File: config.mk
export PLATFORM = sky130hd
export DESIGN_NAME = uart_cmd_rx
export DESIGN_NICKNAME = d
export VERILOG_FILES = /design/src/rtl/uart_cmd_pkg.sv /design/src/rtl/uart_cmd_timer.sv /design/src/rtl/uart_cmd_rx.sv
export SDC_FILE = /design/constraint.sdc
export NUM_CORES = 1
export LEC_CHECK = 0
export BUFFER_PORTS_ARGS = -buffer_cell sky130_fd_sc_hd__buf_2
export CORE_MARGIN = 5
export CORE_UTILIZATION = 50
export DETAILED_ROUTE_END_ITERATION = 10
export PLACE_DENSITY = 0.76
export SLEW_MARGIN = 10
export SYNTH_ARGS = -nofsm -noshare
export SYNTH_HDL_FRONTEND = slang
export SYNTH_SLANG_ARGS = --single-unit
File: constraint.sdc
create_clock -name clk -period 3.6 [get_ports clk]
set_clock_uncertainty 0.15 [all_clocks]
set_input_delay 0.36 -clock clk [delete_from_list [all_inputs] [get_ports clk]]
set_output_delay 0.36 -clock clk [all_outputs]
set_load 0.01 [all_outputs]
File: src/rtl/uart_cmd_pkg.sv
// Shared state encoding, frame constants and checksum helper for the UART command receiver.
package uart_cmd_pkg;

  typedef enum logic [2:0] {
    S_SYNC,
    S_OPC,
    S_DHI,
    S_DLO,
    S_CHK
  } state_t;

  localparam logic [7:0] SYNC_BYTE_DEFAULT = 8'hA5;

  // A frame is good when its four post-sync bytes sum to zero modulo 256.
  function automatic logic sum_is_zero(input logic [7:0] a, input logic [7:0] b,
                                       input logic [7:0] c, input logic [7:0] d);
    logic [7:0] s;
    s = a + b + c + d;
    return (s == 8'h00);
  endfunction

endpackage

File: src/rtl/uart_cmd_timer.sv
// Inter-byte timeout counter: expired is high while count sits at TIMEOUT_CYCLES-1.
// No backpressure; clr has priority over en and the count saturates once expired.
module uart_cmd_timer #(
  parameter int TIMEOUT_CYCLES = 4096
) (
  input  logic clk,
  input  logic rst_n,
  input  logic clr,
  input  logic en,
  output logic expired
);

  localparam int CW = (TIMEOUT_CYCLES > 1) ? $clog2(TIMEOUT_CYCLES) : 1;

  logic [CW-1:0] count;

  always_ff @(posedge clk or negedge rst_n) begin
    if (!rst_n) begin
      count <= '0;
    end else if (clr) begin
      count <= '0;
    end else if (en && !expired) begin
      count <= count + CW'(1);
    end
  end

  assign expired = (count == CW'(TIMEOUT_CYCLES - 1));

endmodule

File: src/rtl/uart_cmd_rx.sv
// Parses SYNC/OPC/DHI/DLO/CHK frames from a UART byte stream into a held command.
// Command and error flags appear one cycle after the CHK byte; every byte is consumed on sight.
module uart_cmd_rx
  import uart_cmd_pkg::*;
#(
  parameter logic [7:0] SYNC_BYTE      = SYNC_BYTE_DEFAULT,
  parameter int         TIMEOUT_CYCLES = 4096
) (
  input  logic        clk,
  input  logic        rst_n,
  input  logic        rx_rdy,
  input  logic [7:0]  rx_byte,
  output logic        clr_rx_rdy,
  input  logic        clr_cmd_rdy,
  output logic        cmd_rdy,
  output logic [7:0]  opcode,
  output logic [15:0] payload,
  output logic        chk_err,
  output logic        to_err,
  output logic        ovr_err
);

  state_t     state;
  logic [7:0] hold_opc;
  logic [7:0] hold_dhi;
  logic [7:0] hold_dlo;
  logic       expired;
  logic       frame_ok;
  logic       in_frame;

  assign clr_rx_rdy = rx_rdy;
  assign in_frame   = (state != S_SYNC);
  assign frame_ok   = sum_is_zero(hold_opc, hold_dhi, hold_dlo, rx_byte);

  uart_cmd_timer #(
    .TIMEOUT_CYCLES(TIMEOUT_CYCLES)
  ) u_timer (
    .clk    (clk),
    .rst_n  (rst_n),
    .clr    (rx_rdy || !in_frame),
    .en     (in_frame),
    .expired(expired)
  );

  always_ff @(posedge clk or negedge rst_n) begin
    if (!rst_n) begin
      state    <= S_SYNC;
      hold_opc <= '0;
      hold_dhi <= '0;
      hold_dlo <= '0;
      cmd_rdy  <= 1'b0;
      opcode   <= '0;
      payload  <= '0;
      chk_err  <= 1'b0;
      to_err   <= 1'b0;
      ovr_err  <= 1'b0;
    end else begin
      chk_err <= 1'b0;
      to_err  <= 1'b0;
      ovr_err <= 1'b0;
      // A set later in this block overrides the acknowledge.
      if (clr_cmd_rdy) cmd_rdy <= 1'b0;

      if (rx_rdy) begin
        case (state)
          S_SYNC: if (rx_byte == SYNC_BYTE) state <= S_OPC;
          S_OPC: begin
            hold_opc <= rx_byte;
            state    <= S_DHI;
          end
          S_DHI: begin
            hold_dhi <= rx_byte;
            state    <= S_DLO;
          end
          S_DLO: begin
            hold_dlo <= rx_byte;
            state    <= S_CHK;
          end
          S_CHK: begin
            state <= S_SYNC;
            if (frame_ok) begin
              opcode  <= hold_opc;
              payload <= {hold_dhi, hold_dlo};
              cmd_rdy <= 1'b1;
              ovr_err <= cmd_rdy && !clr_cmd_rdy;
            end else begin
              chk_err <= 1'b1;
            end
          end
          default: state <= S_SYNC;
        endcase
      end else if (expired && in_frame) begin
        state    <= S_SYNC;
        hold_opc <= '0;
        hold_dhi <= '0;
        hold_dlo <= '0;
        to_err   <= 1'b1;
      end
    end
  end

endmodule

After elaboration in Yosys (flattened, before gate mapping)
Cells that the tools add are included.

storage, ports and cells
  register bits = 67
  bits of input ports = 12
  output and inout port bits = 29
  logic and storage cells = 67

cells by class
  $add $sub $neg = 4
  equality and inequality tests = 10
  muxes and demuxes = 25
  reductions and logical operators = 17

operator list
  operator               number
  $mux 8                 7
  $add 8x8->8            3
  $mux 12                2
  $add 12x1->12 const B  1
  $eq 12x12->1 const B   1
  $mux 1                 12
  $pmux 3 s4             1
  $mux 3                 3
  $eq 8x8->1 const B     1
  $logic_not 8->1        1
  $reduce_and 2->1       4
  $eq 3x2->1 const B     2
  $ne 2x1->1 const B     3
  $reduce_bool 2->1      2
  $eq 3x1->1 const B     1
  $eq 3x3->1 const B     1
  $logic_and 1x1->1      3
  $logic_not 1->1        3
  $logic_not 3->1        1
  $ne 3x3->1 const B     1
  $reduce_and 3->1       1
  $reduce_bool 3->1      1
  $logic_or 1x1->1       1

Logic depth before layout (Yosys ltp)
Gate-level depths: netlist of run 1.

  depth in word-level cells = 7
  depth in mapped cells = 12
  depth with buffers taken out = 11

Modules after synthesis
A second synthesis of run 1 with hierarchy kept.

unflattened totals
  cell total of the unflattened synthesis = 302
  area, all modules = 3519.6 sq um

modules (own cells, without submodules)
  module          times used  cells each  area each (sq um)  seq. area each (sq um)
  uart_cmd_rx     1           235         2857.7             1376.3
  uart_cmd_timer  1           67          661.9              300.3

Worst setup path before layout of run 1
Ideal clock, no wire load.

  kind = reg2reg
  from = register hold_opc[1]
  to = register opcode[1]
  library setup time = 125 ps
  arrival = 3360 ps
  data required time = 3325 ps
  setup slack = -35 ps
  stages on the path, launching flop included = 13
  buffers on the path = 1
  clock period less this slack = 3635 ps
  path through = dfrtp_1 > fa_1 > fa_1 > ha_1 > inv_1 > fa_1 > nand2b_1 > a21oi_1 > a31oi_1 > xnor2_2 > nand4_4 > buf_6 > mux2_4

between the ends
  longest elaborated chain between the ends = 5

ends and longest elaborated chain
  item                               RTL line            source
  start, declared                    uart_cmd_rx.sv:24   logic [7:0] hold_opc;
  start signal, assigned             uart_cmd_rx.sv:68   hold_opc <= rx_byte;
  $add 8x8->8 (3 in series)          uart_cmd_pkg.sv:18  s = a + b + c + d;
  $logic_not 8->1                    uart_cmd_pkg.sv:19  return (s == 8'h00);
  $reduce_and 3->1 (no source line)  n/a
  end signal, assigned               uart_cmd_rx.sv:82   opcode <= hold_opc;
  end, declared                      uart_cmd_rx.sv:16   output logic [7:0] opcode,

Parallel ways exist; a longest one is shown, timed or not.
A chain may end at the register's enable or synchronous reset.

Final worst setup path of run 1
  from = register hold_opc[1]
  to = register opcode[6]

between the ends
  longest elaborated chain between the ends = 5

ends and longest elaborated chain
  item                               RTL line
  $add 8x8->8 (3 in series)          uart_cmd_pkg.sv:18
  $logic_not 8->1                    uart_cmd_pkg.sv:19
  $reduce_and 3->1 (no source line)  n/a

Every way passes these cells.

==> results of run 1 <==
==> cells in the mapped netlist, drive strengths merged <==
cell type / instances / share of area, %
mux2: 24 / 10
a21oi: 4 / 0.61
and4b: 1 / 0.30
or3: 2 / 0.38
clkbuf: 3 / 0.34
ha: 8 / 3.0
nand2b: 4 / 0.76
nor3: 4 / 0.76
xor2: 6 / 1.6
and3: 4 / 0.76
mux2i: 1 / 0.30
dfrtp: 67 / 51
nand3b: 1 / 0.23
a211oi: 2 / 0.61
nor2: 19 / 2.2
buf: 3 / 0.91
a22o: 25 / 6.7
nor4bb: 1 / 0.30
a31oi: 7 / 1.3
nand3: 5 / 0.76
o21bai: 1 / 0.23
fa: 14 / 8.5
a41o: 1 / 0.30
or2: 1 / 0.19
a21o: 2 / 0.46
nand4: 2 / 0.84
inv: 10 / 1.1
nor2b: 3 / 0.57
and4: 1 / 0.27
xnor2: 7 / 2.1
o21ai: 8 / 1.2
and2: 2 / 0.38
nand2: 6 / 0.68
==> layer usage <==
metal	GRT usage, %	vias to the layer above	wire length, microns
met5	0	-	0
met4	7.335	0	110
met3	3.058	8	273
met2	28.31	50	3420
met1	23.71	1139	3109
li1	-	1021	-
==> cells in the final DEF, fill, tap and decap left out, types with 6 or more instances in the layout <==
cell and n:
ha_1 7, fa_1 13, xnor2_1 6, inv_1 9, a31oi_1 6, a22o_1 25, o21ai_0 8, nand2_1 6
buf_4 15, clkbuf_8 12, mux2_4 19, dfrtp_1 67, nor2_1 19, buf_2 40
==> flip-flops by register name, summed over array words and instances (netlist names) <==
| register | cells |
|---|---|
| u_timer.count | 12 |
| state | 3 |
| ovr_err | 1 |
| chk_err | 1 |
| cmd_rdy | 1 |
| hold_dhi | 8 |
| hold_opc | 8 |
| payload | 16 |
| hold_dlo | 8 |
| opcode | 8 |
| to_err | 1 |
==> how the worst max path moves through the flow <==
stage	slack [ns]	startpoint	to
after CTS	0.01	hold_opc[1]$_DFFE_PN0P_	opcode[6]$_DFFE_PN0P_
after floorplan	0.01	hold_opc[1]$_DFFE_PN0P_	opcode[1]$_DFFE_PN0P_
final	0.02	hold_opc[1]$_DFFE_PN0P_	opcode[6]$_DFFE_PN0P_
after global routing	-0.1	hold_opc[1]$_DFFE_PN0P_	opcode[3]$_DFFE_PN0P_
after detailed placement	-0.15	rx_byte[1]	payload[6]$_DFFE_PN0P_
after global placement	-0.09	rx_byte[1]	opcode[6]$_DFFE_PN0P_
==> cells by family (layout without fill, tap and decap cells) <==
logic type / count (synthesis) / in the layout / synth area share [%]
flip-flops: 67 / 67 / 50.93
AND/OR/NAND/NOR: 56 / 56 / 9.350
AO/OA/AOI/OAI: 50 / 50 / 11.40
multiplexers: 25 / 25 / 10.68
adder cells (fa/ha/maj): 22 / 22 / 11.55
buffers and inverters: 16 / 84 / 2.395
XOR/XNOR: 13 / 13 / 3.687
==> power by group through the flow <==
stage               Sequential, mW  Clock [mW]  Combinational, mW
finish                        1.01       0.567               1.86
global route                  1.03       0.611               2.05
CTS                           1.01       0.579               1.77
detailed placement            1.02           0               1.54
global placement              1.01           0               1.49
floorplan                    0.986           0               1.13
==> what timing repair did <==
item | 4_1_cts | 5_1_grt
resized for setup | 6 | 5
buffers inserted | 3 | 0
setup endpoints to repair | 24 | 25
pin swaps | 2 | 2
gates cloned | 0 | 0
==> stage by stage <==
| stage | cells | hold WS [ns] | utilization, % | total power [mW] |
|---|---|---|---|---|
| after global routing | 394 | 0.07693 | 61.89 | 3.685 |
| after floorplan | 249 | -0.08559 | - | 2.112 |
| after CTS | 394 | 0.02806 | 61.50 | 3.356 |
| after detailed placement | 376 | 0.3378 | 57.88 | 2.562 |
| final | 394 | 0.005004 | 61.89 | 3.430 |
| after global placement | 376 | 0.3380 | 57.88 | 2.504 |
==> worst reg2reg max path: stages (launching register included) <==
cell and delay, ns:
dfrtp_1 0.40, fa_1 0.49, fa_1 0.53, ha_2 0.19, inv_2 0.04, fa_2 0.35
nand2b_4 0.16, a21oi_4 0.17, xor2_1 0.11, nor3_2 0.21, nand4_4 0.17, buf_12 0.20
mux2_4 0.30
==> layout make-up <==
| type | instances | area share (%) |
|---|---|---|
| clock buffer | 13 | 4.274 |
| sequential | 67 | 42.42 |
| tap | 77 | 2.437 |
| inverter | 10 | 0.9497 |
| timing repair buffer | 59 | 9.497 |
| multi-input combinational | 166 | 40.17 |
| clock inverter | 2 | 0.2532 |
==> summary.md, run 1 <==
| Metric | Value |
|---|---|
| I/O Buffers | `40` |
| CTS Buffer Depth | `2` |
| R2R Path Start | `hold_opc[1]$_DFFE_PN0P_` |
| Max-cap violations | `0` |
| Tmin final | `roughly 3.6 ns` |
| Largest net degree at the start of global routing | `41` |
| Die width | `between 90 and 100 microns` |
| Peak Freq | `~280 MHz` |
| GRT Overall Usage | `between 15 and 20%` |
| Later-pin clock latency in the skew report | `between 0.3 and 0.4 ns` |
| CTS buffer count | `9` |
| Mean routed wirelength per cell | `around 18 microns` |
| Final instance area | `~0.0040 sq mm` |
| Post-Syn Area | `0.003292 sq mm` |
| Worst-Margin Slew | `0.8889 ns` |
| Slew Viols, Final | `0` |
| Die Height | `between 90 and 100 microns` |
| Post-synthesis cell type count | `39` |
| # rows | `29` |
| Slowest CP cell | `fa_1` |
| Worst path bufs/invs | `2` |
| GRT Residual Overflow | `0` |
| Clock slew at reported path FFs | `~0.07 ns` |
| First-pass DRT Iterations | `4` |
| H-tree depth | `3` |
| Critical path depth | `12` |
| FF+latch count, synth | `67` |
| Antenna cells | `0` |
| First-pass GRT wire length | `11590 microns` |
| PD cells | `between 800 and 900 mW/mm^2` |
| Synth warnings | `0` |
| Vias in the first global route | `~2400` |
| RSZ-0062 raised after global routing | `yes` |
| Post-DP HPWL | `slightly below 5000 microns` |
| Clock sinks | `between 60 and 70` |
| Fillers | `slightly above 500` |
| Final setup TNS | `0 ns` |
| Endpoints failing setup | `0` |
| Final Wtd Congestion | `about 0.77` |
| Syn_nets | `approximately 280` |
| R2r worst-path depth | `12` |
| DR vias | `2218` |
| VDD IR max | `around 0.63 mV` |
| Setup CP Type | `flip-flop to flip-flop` |
| Antenna violations before repair | `0` |
| Multi-input logic area | `0.001588 sq mm` |
| Starting density of the core | `just over 50%` |
| Worst EP required | `3.67 ns` |
| Worst setup EP type | `flip-flop` |
| Sequential Area | `about 0.0017 sq mm` |
| Num ports | `between 40 and 50` |
| Seq pwr share | `roughly 30%` |
| DP Worst Slack | `-0.1469 ns` |
| Root Buffer Master | `clkbuf_8` |
| Status | `complete, no violations` |
| Die ar. | `0.008307 sq mm` |
| FF-to-FF setup slack | `roughly 0.016 ns` |
| Int Pwr | `2.107 mW` |
| Worst relative slew slack | `between 40 and 50%` |
| CTS tree | `done` |
| Combinational Power Share | `54.1%` |
| P_sw | `around 1.3 mW` |
| DRC | `0` |
| DRT antenna net count | `0` |
| Hold-fix buffers at CTS | `0` |
| Core area | `approximately 0.0064 sq mm` |
| Setup WS post-layout | `0.01628 ns` |
| Syn avg cell area | `approximately 13 sq um` |
| Critical Path AT | `3.65 ns` |
| Final wirelength | `6913 microns` |
| CP cell instances | `fa_1, fa_1, ha_2, inv_2, fa_2, nand2b_4, a21oi_4, xor2_1, nor3_2, nand4_4, buf_12, mux2_4` |
| Post-synthesis sequential area ratio | `50.93%` |
| Max incr delay on CP | `between 0.5 and 0.6 ns` |
| Layout cells sized above 1 | `34.70%` |
| Layout area overhead | `20.07%` |
| Post-DR vias/cell | `between 5 and 6` |
| Nets@finish | `~350` |
| Worst path most repeated cell | `fa_1` |
| Final Cycle Share | `99.55%` |
| Net Sw Frac | `between 30% and 40%` |
| Crit start category | `flip-flop` |
| Delay-heaviest family, CP | `adder cells` |
| Leak | `about 2.1 nW` |
| Clk pwr share | `16.5%` |
| Worst-path fanout max | `11` |
| Placed cell area | `approximately 0.0037 sq mm` |
| Reg2Reg Capture Point | `opcode[6]$_DFFE_PN0P_` |
| Mapped Cells | `roughly 250` |
| Hold Path Class | `input port to asynchronous set/reset pin` |
| Fin. Hold Viols | `0` |
| Initial DRC count | `100` |
No activity file was read; power rests on OpenSTA's default activity.
==> run 2, diff against run 1 <==
- SYNTH_HIERARCHICAL: unset -> 1
==> run 2 against run 1 <==
Against the previous run:
- the run now ends with setup timing left
- setup slack got worse by 0.30 ns
- first-iteration DRC count down 6.0%
- count of clock-buffer cells in the layout down 1
- wire length up 2.4%
- critical path depth did not move
- die area up 6.1%
- critical path type unchanged
- critical endpoint is now payload[3]$_DFFE_PN0P_
- largest cell class is now multi-input gates
- highest routed layer unchanged
==> summary.md, run 2 <==
| Metric | Value |
|---|---|
| Clock sinks | `67 (unchanged)` |
| Peak Freq | `257.4 MHz (-7.8%)` |
| Final setup TNS | `-6.577 ns (-6.577 ns)` |
| Top cell type's share of synthesized area | `47.64% (-3.3 points)` |
| Syn avg cell area | `11.65 sq um (-12%)` |
| Die Height | `93.90 microns (+3.0%)` |
| Slew Viols, Final | `0 (unchanged)` |
| Layout cells sized above 1 | `32.71% (-2.0 points)` |
| Most instantiated cells after synthesis | `67 x dfrtp_1, 34 x nand2_1, 28 x o21ai_0` |
| Fillers | `541 (+7.3%)` |
| Mean routed wirelength per cell | `15.09 microns (-14%)` |
| Worst-Margin Slew | `0.9243 ns (+0.03541 ns)` |
| Post-synthesis sequential area ratio | `47.64% (-3.3 points)` |
| Reg2Reg Capture Point | `payload[3]$_DFFE_PN0P_` |
| R2R Path Start | `hold_opc[1]$_DFFE_PN0P_` |
| Die width | `93.90 microns (+3.0%)` |
| Worst path most repeated cell | `fa_1` |
| DRC | `0 (unchanged)` |
| Critical path depth | `12 (unchanged)` |
| CTS tree | `done` |
| Delay-heaviest family, CP | `adder cells` |
| Sequential Area | `0.001677 sq mm (unchanged)` |
| Largest net degree at the start of global routing | `40 (-2.4%)` |
| Antenna violations before repair | `0 (unchanged)` |
| CTS buffer count | `9 (unchanged)` |
| Largest reg by FF count | `payload` |
| Post-Syn Area | `0.003520 sq mm (+6.9%)` |
| Core area | `0.006832 sq mm (+7.0%)` |
| First-pass DRT Iterations | `4 (unchanged)` |
| Post-synth EDFFs | `0 (unchanged)` |
| Synth warnings | `6 (+6)` |
| Worst setup EP type | `flip-flop` |
| Final Cycle Share | `107.9% (+8.4 points)` |
| Worst relative slew slack | `38.38% (-2.4 points)` |
| R2r worst-path depth | `12 (unchanged)` |
| Met3 Usage GRT | `4.247% (+1.2 points)` |
| Clock slew at reported path FFs | `0.07 ns (about the same)` |
| PD cells | `955.1 mW/mm^2 (+10%)` |
| Final wirelength | `7077 microns (+2.4%)` |
| Final Wtd Congestion | `0.8035 (+5.0%)` |
| Failing checks | `setup timing` |
| Setup CP Type | `flip-flop to flip-flop` |
| Critical path capture point | `payload[3]$_DFFE_PN0P_` |
| VDD IR max | `0.4242 mV (-33%)` |
| Critical Path AT | `3.96 ns (+0.31 ns)` |
| Leak | `2.088 nW (about the same)` |
| Most common cell after layout, fill and taps aside | `dfrtp_1` |
| Max FFs per register | `16 (unchanged)` |
| # rows | `30 (+3.4%)` |
| First-pass GRT wire length | `11900 microns (+2.6%)` |
| Highest-count cells in the layout ignoring fill and taps | `67 x dfrtp_1, 40 x buf_2, 34 x nand2_1` |
| Most used routing layer | `met2` |
| Max-cap violations | `0 (unchanged)` |
| Crit path launch | `hold_opc[1]$_DFFE_PN0P_` |
| Post-DP HPWL | `5017 microns (+2.4%)` |
| H-tree depth | `3 (unchanged)` |
| Hold Path Class | `input port to asynchronous set/reset pin` |
| Worst EP required | `3.67 ns (about the same)` |
| Synth Flop Type | `dfrtp_1` |
| Starting density of the core | `51.52% (about the same)` |
| Cell accounting for the most synthesized area | `dfrtp_1` |
| Top-count cell post-synth | `dfrtp_1` |
| Max incr delay on CP | `0.56 ns (+0.03 ns)` |
| CP cell instances | `fa_1, fa_1, ha_2, inv_2, fa_2, nand2b_4, a21oi_4, a31oi_4, xnor2_2, or4_4, buf_12, mux2_4` |
| DRT antenna net count | `0 (unchanged)` |
| Die ar. | `0.008817 sq mm (+6.1%)` |
| GR met1 Demand/Resource | `23.32% (-0.39 points)` |
| Root Buffer Master | `clkbuf_8` |
| Nets@finish | `402 (+16%)` |
| Syn_nets | `336 (+19%)` |
| Dominant cells by area after synthesis | `dfrtp_1 48%, mux2_4 8.1%, fa_1 8.0%, o21ai_0 4.0%, nand2_1 3.6%` |
| I/O Buffers | `40 (unchanged)` |
| Final instance area | `0.004220 sq mm (+6.8%)` |
| Setup bufs post-CTS | `0 (-3)` |
| CTS Buffer Depth | `2 (unchanged)` |
| Asr flop ratio synth | `100.0% (unchanged)` |
| DP Worst Slack | `-0.3528 ns (-0.2059 ns)` |
| Top Registers | `payload (16), u_timer/count (12)` |
| Slowest CP cell | `or4_4` |
| Tmin final | `3.885 ns (+0.3012 ns)` |
| Status | `complete, but fails checks` |
| Mapped Cells | `302 (+21%)` |
| RSZ-0062 raised after global routing | `yes` |
| Post-DR vias/cell | `5.194 (-7.7%)` |
| Num ports | `41 (unchanged)` |
| Fin. Hold Viols | `0 (unchanged)` |
| Initial DRC count | `94 (-6.0%)` |
| Crit start category | `flip-flop` |
| Later-pin clock latency in the skew report | `0.34 ns (about the same)` |
| Vias in the first global route | `2457 (+2.8%)` |
| GRT Overall Usage | `17.19% (-0.43 points)` |
| Endpoints failing setup | `24 (+24)` |
| Placed cell area | `0.003959 sq mm (+7.1%)` |
| Setup WS post-layout | `-0.2850 ns (-0.3012 ns)` |
| FF+latch count, synth | `67 (unchanged)` |
| Worst path bufs/invs | `2 (unchanged)` |
| Worst-path fanout max | `15 (+4)` |
| FF-to-FF setup slack | `-0.28 ns (-0.30 ns)` |
| Antenna cells | `0 (unchanged)` |
| GRT Residual Overflow | `0 (unchanged)` |
| GR Layer Usage met2 | `26.91% (-1.4 points)` |
| Layout area overhead | `19.91%` |
| Hold-fix buffers at CTS | `0 (unchanged)` |
| Post-synthesis cell type count | `46 (+18%)` |
| DR vias | `2436 (+9.8%)` |
| Multi-input logic area | `0.001738 sq mm (+9.5%)` |
[run 2: changes by cell type in the layout (fill, tap and decap cells not counted), moves of 3 or more]
| cell | before | now |
|---|---|---|
| buf_4 | 15 | 24 |
| nand2_1 | 6 | 34 |
| o41ai_1 | 0 | 3 |
| and3_1 | 4 | 0 |
| o21ai_0 | 8 | 28 |
| mux2i_1 | 1 | 10 |
| inv_1 | 9 | 19 |
| a22o_1 | 25 | 0 |
| nor2_1 | 19 | 16 |
| a31oi_1 | 6 | 0 |
[run 2: area by class of cell]
class / count / area share, %
clock buffers: 12 / 3.439
clock inverters: 4 / 1.186
inverters: 20 / 1.779
multi-input cells: 204 / 41.18
flip-flops and latches: 67 / 39.73
well taps: 96 / 2.846
repair buffers: 66 / 9.843
[run 2: kinds of logic (layout without fill, tap and decap cells)]
group                      Yosys count  after routing  share of synthesized area, %
and+or+nand+nor                     85             85                         12.30
DFF                                 67             67                         47.64
muxes                               34             34                         12.55
buffers and inverters               31            102                         4.550
adders and majority gates           22             22                         10.81
xor gates and xnor gates            12             12                         3.200
AOI/OAI and AO/OA                   51             51                         8.959
[run 2: worst min-delay path by stage]
stage | from | endpoint | slack, ns | cells after the start
3_3_place_gp | cmd_rdy$_DFF_PN0_ | cmd_rdy$_DFF_PN0_ | 0.33 | 2
6_report | rst_n | payload[2]$_DFFE_PN0P_ | 0.008 | 1
2_1_floorplan | rst_n | chk_err$_DFF_PN0_ | -0.09 | 0
3_5_place_dp | payload[13]$_DFFE_PN0P_ | payload[13]$_DFFE_PN0P_ | 0.34 | 1
4_1_cts | rst_n | payload[2]$_DFFE_PN0P_ | 0.01 | 1
5_1_grt | rst_n | to_err$_DFF_PN0_ | 0.05 | 1
[run 2: report_power, final]
group	switching, mW	total (mW)	internal (mW)
combinational	1.17	2.31	1.14
clock	0.285	0.623	0.338
sequential	0.177	1.10	0.922
total	1.63	4.03	2.40
[run 2: per-layer routing]
layer / wire length, microns / up-vias
met5: 0 / -
li1: - / 1178
met1: 3294 / 1208
met2: 3446 / 46
met3: 278 / 4
met4: 59 / 0
[run 2: what timing repair did]
item / CTS / global route
gates resized for setup: 4 / 7
endpoints found under the hold margin: 0 / 0
setup endpoints to repair: 25 / 27
[run 2: through the flow]
stage | cells | hold WS (ns) | total power [mW] | util, %
2_1_floorplan | 302 | -0.08559 | 2.549 | -
3_3_place_gp | 452 | 0.3339 | 3.070 | 57.95
3_5_place_dp | 452 | 0.3379 | 3.159 | 57.95
4_1_cts | 468 | 0.01309 | 3.801 | 61.03
5_1_grt | 469 | 0.05375 | 4.406 | 61.78
6_report | 469 | 0.007621 | 4.031 | 61.78
[run 2: worst reg2reg max path: stages (launching register included)]
cell	delay, ns
dfrtp_1	0.41
fa_1	0.49
fa_1	0.51
ha_2	0.19
inv_2	0.04
fa_2	0.33
nand2b_4	0.16
a21oi_4	0.19
a31oi_4	0.11
xnor2_2	0.15
or4_4	0.56
buf_12	0.18
mux2_4	0.30
==> run 3, diff against run 2 <==
- BUFFER_PORTS_ARGS: -buffer_cell sky130_fd_sc_hd__buf_2 -> -buffer_cell sky130_fd_sc_hd__clkbuf_2
- CORE_UTILIZATION: 50 -> 40
- PLACE_DENSITY: 0.76 -> 0.63
==> run 3 against run 2 <==
Against the previous run:
- the flow still finishes with violations (setup timing)
- critical path depth unchanged
- non-clock buffer count rose by 2
- register-to-register slack better by 0.05 ns
- sequential power hardly changed
- die area grew 22%
- core utilization shrank 13 points
- wire length is 0.96% higher
- combinational power fell by 7%
- clock power barely moved
==> summary.md, run 3 (same netlist as run 2, synthesis figures left out) <==
| Metric | Value |
|---|---|
| Critical Path AT | `3.91 ns (-0.05 ns)` |
| First-pass DRT Iterations | `4 (unchanged)` |
| CP cell instances | `fa_1, fa_1, ha_2, inv_2, fa_2, nand2b_4, a21oi_4, a31oi_1, xnor2_1, or4_4, buf_12, mux2_4` |
| Vias in the first global route | `2486 (+1.2%)` |
| DRC | `0 (unchanged)` |
| P_sw | `1.519 mW (-6.8%)` |
| Max FFs per register | `16 (unchanged)` |
| I/O Buffers | `40 (unchanged)` |
| Max incr delay on CP | `0.55 ns (about the same)` |
| FF-to-FF setup slack | `-0.23 ns (+0.05 ns)` |
| Final Cycle Share | `106.5% (-1.4 points)` |
| Later-pin clock latency in the skew report | `0.34 ns (about the same)` |
| Crit path launch | `hold_opc[1]$_DFFE_PN0P_` |
| GRT Residual Overflow | `0 (unchanged)` |
| Worst path most repeated cell | `fa_1` |
| Largest net degree at the start of global routing | `36 (-10%)` |
| PD cells | `909.9 mW/mm^2 (-4.7%)` |
| Placed insts | `466 (+3.1%)` |
| Hold Path End | `ovr_err$_DFF_PN0_` |
| Layout area overhead | `20.51%` |
| Worst EP required | `3.68 ns (about the same)` |
| R2r worst-path depth | `12 (unchanged)` |
| Worst path bufs/invs | `2 (unchanged)` |
| Clock slew at reported path FFs | `0.07 ns (about the same)` |
| First-pass GRT wire length | `12440 microns (+4.6%)` |
| Die Height | `103.8 microns (+11%)` |
| GRT Overall Usage | `14.20% (-3.0 points)` |
| Critical path depth | `12 (unchanged)` |
| RSZ-0062 raised after global routing | `yes` |
| Die width | `103.8 microns (+11%)` |
| Combinational Power Share | `55.4% (-1.9 points)` |
| Tmin final | `3.833 ns (-0.05217 ns)` |
| Fillers | `794 (+47%)` |
| R2R Path Start | `hold_opc[1]$_DFFE_PN0P_` |
| Net Sw Frac | `39.35% (-1.1 points)` |
| Reg2Reg Capture Point | `payload[10]$_DFFE_PN0P_` |
| Worst-Margin Slew | `0.7509 ns (-0.1735 ns)` |
| Die ar. | `0.01078 sq mm (+22%)` |
| Mean routed wirelength per cell | `14.79 microns (-2.0%)` |
| Delay-heaviest family, CP | `adder cells` |
| DR vias | `2420 (-0.66%)` |
| Antenna cells | `0 (unchanged)` |
| Final Wtd Congestion | `0.7730 (-3.8%)` |
| Starting density of the core | `40.76% (-11 points)` |
| Setup WS post-layout | `-0.2328 ns (+0.05217 ns)` |
| Status | `complete, but fails checks` |
| Largest reg by FF count | `payload` |
| Hold_sp | `clr_cmd_rdy` |
| VDD IR max | `0.4044 mV (-4.7%)` |
| Power Total | `3.860 mW (-4.3%)` |
| H-tree depth | `3 (unchanged)` |
| Int Pwr | `2.341 mW (-2.5%)` |
| CTS Buffer Depth | `2 (unchanged)` |
| Post-DP HPWL | `5305 microns (+5.8%)` |
| DRT antenna net count | `0 (unchanged)` |
| Failing checks | `setup timing` |
| Core area | `0.008636 sq mm (+26%)` |
| # rows | `34 (+13%)` |
| Fin Hold WS | `0.1563 ns (+0.1487 ns)` |
| Initial DRC count | `90 (-4.3%)` |
| Crit start category | `flip-flop` |
| Post-DR vias/cell | `5.010 (-3.5%)` |
| Nets@finish | `404 (+0.50%)` |
| Worst relative slew slack | `49.94% (+12 points)` |
| Final wirelength | `7145 microns (+0.96%)` |
| Highest-count cells in the layout ignoring fill and taps | `67 x dfrtp_1, 39 x clkbuf_2, 34 x nand2_1` |
| Top Registers | `payload (16), u_timer/count (12)` |
| Final Util | `49.12% (-13 points)` |
| Antenna violations before repair | `0 (unchanged)` |
| Root Buffer Master | `clkbuf_8` |
| Max-cap violations | `0 (unchanged)` |
| Slew Viols, Final | `0 (unchanged)` |
| Clk pwr share | `16.2% (+0.7 points)` |
| Worst Hold Depth | `3` |
| Num ports | `41 (unchanged)` |
| Clock sinks | `67 (unchanged)` |
| Worst-path fanout max | `18 (+3)` |
| Peak Freq | `260.9 MHz (+1.4%)` |
| Slowest CP cell | `or4_4` |
| Post-Layout Cell Count | `483 (+3.0%)` |
| Layout cells sized above 1 | `32.53% (-0.17 points)` |
| CTS buffer count | `9 (unchanged)` |
| Endpoints failing setup | `24 (unchanged)` |
| Setup CP Type | `flip-flop to flip-flop` |
| Fin. Hold Viols | `0 (unchanged)` |
| CTS tree | `done` |
| Worst setup EP type | `flip-flop` |
| Seq pwr share | `28.4% (+1.1 points)` |
| Leak | `2.078 nW (-0.50%)` |
| Hold Path Class | `input port to flip-flop` |
| Most common cell after layout, fill and taps aside | `dfrtp_1` |
run 3: layer usage:
| metal | track usage [%] | vias to the layer above | wire [microns] |
|---|---|---|---|
| li1 | - | 1175 | - |
| met1 | 18.20 | 1194 | 3176 |
| met2 | 23.04 | 47 | 3560 |
| met3 | 5.162 | 4 | 357 |
| met4 | 3.238 | 0 | 50 |
| met5 | 0 | - | 0 |
run 3: timing repair:
action	CTS	global route
hold endpoints to repair	32	0
endpoints found under the setup margin	25	26
hold buffers	1	0
gates resized for setup	6	0
buffers inserted	0	0
run 3: worst max-delay path by stage:
stage                              end  slack, ns
6_report       payload[10]$_DFFE_PN0P_      -0.23
3_5_place_dp    payload[0]$_DFFE_PN0P_      -0.36
2_1_floorplan    opcode[3]$_DFFE_PN0P_      -0.21
5_1_grt          opcode[4]$_DFFE_PN0P_      -0.37
3_3_place_gp    payload[0]$_DFFE_PN0P_      -0.31
4_1_cts          opcode[4]$_DFFE_PN0P_      -0.21
run 3: cell type report:
| class | instances | area (sq um) | area share, % |
|---|---|---|---|
| clock inverter | 6 | 65.06 | 1.534 |
| sequential | 67 | 1677 | 39.53 |
| inverter | 20 | 75.07 | 1.770 |
| timing repair buffer | 68 | 441.7 | 10.41 |
| multi-input combinational | 204 | 1710 | 40.32 |
| tap | 108 | 135.1 | 3.186 |
| clock buffer | 10 | 137.6 | 3.245 |
run 3: tightest hold or removal path: stages:
cell	delay (ns)
clkbuf_2	0.07
nand2b_1	0.12
nor3_1	0.06
run 3: power by group through the flow:
stage / registers [mW] / clock network (mW) / logic (mW)
floorplan: 1.07 / 0 / 1.48
global placement: 1.10 / 0 / 2.02
detailed placement: 1.11 / 0 / 2.06
CTS: 1.10 / 0.649 / 2.13
global route: 1.12 / 0.684 / 2.44
finish: 1.10 / 0.626 / 2.14
run 3: per-stage QoR:
stage | worst slack, ns | TNS [ns] | area, sq um
after global routing | -0.3671 | -8.495 | 4242
after global placement | -0.3066 | -6.744 | 4001
after detailed placement | -0.3634 | -8.022 | 4001
final | -0.2328 | -5.292 | 4242
after floorplan | -0.2071 | -4.105 | 3536
after CTS | -0.2090 | -4.721 | 4242
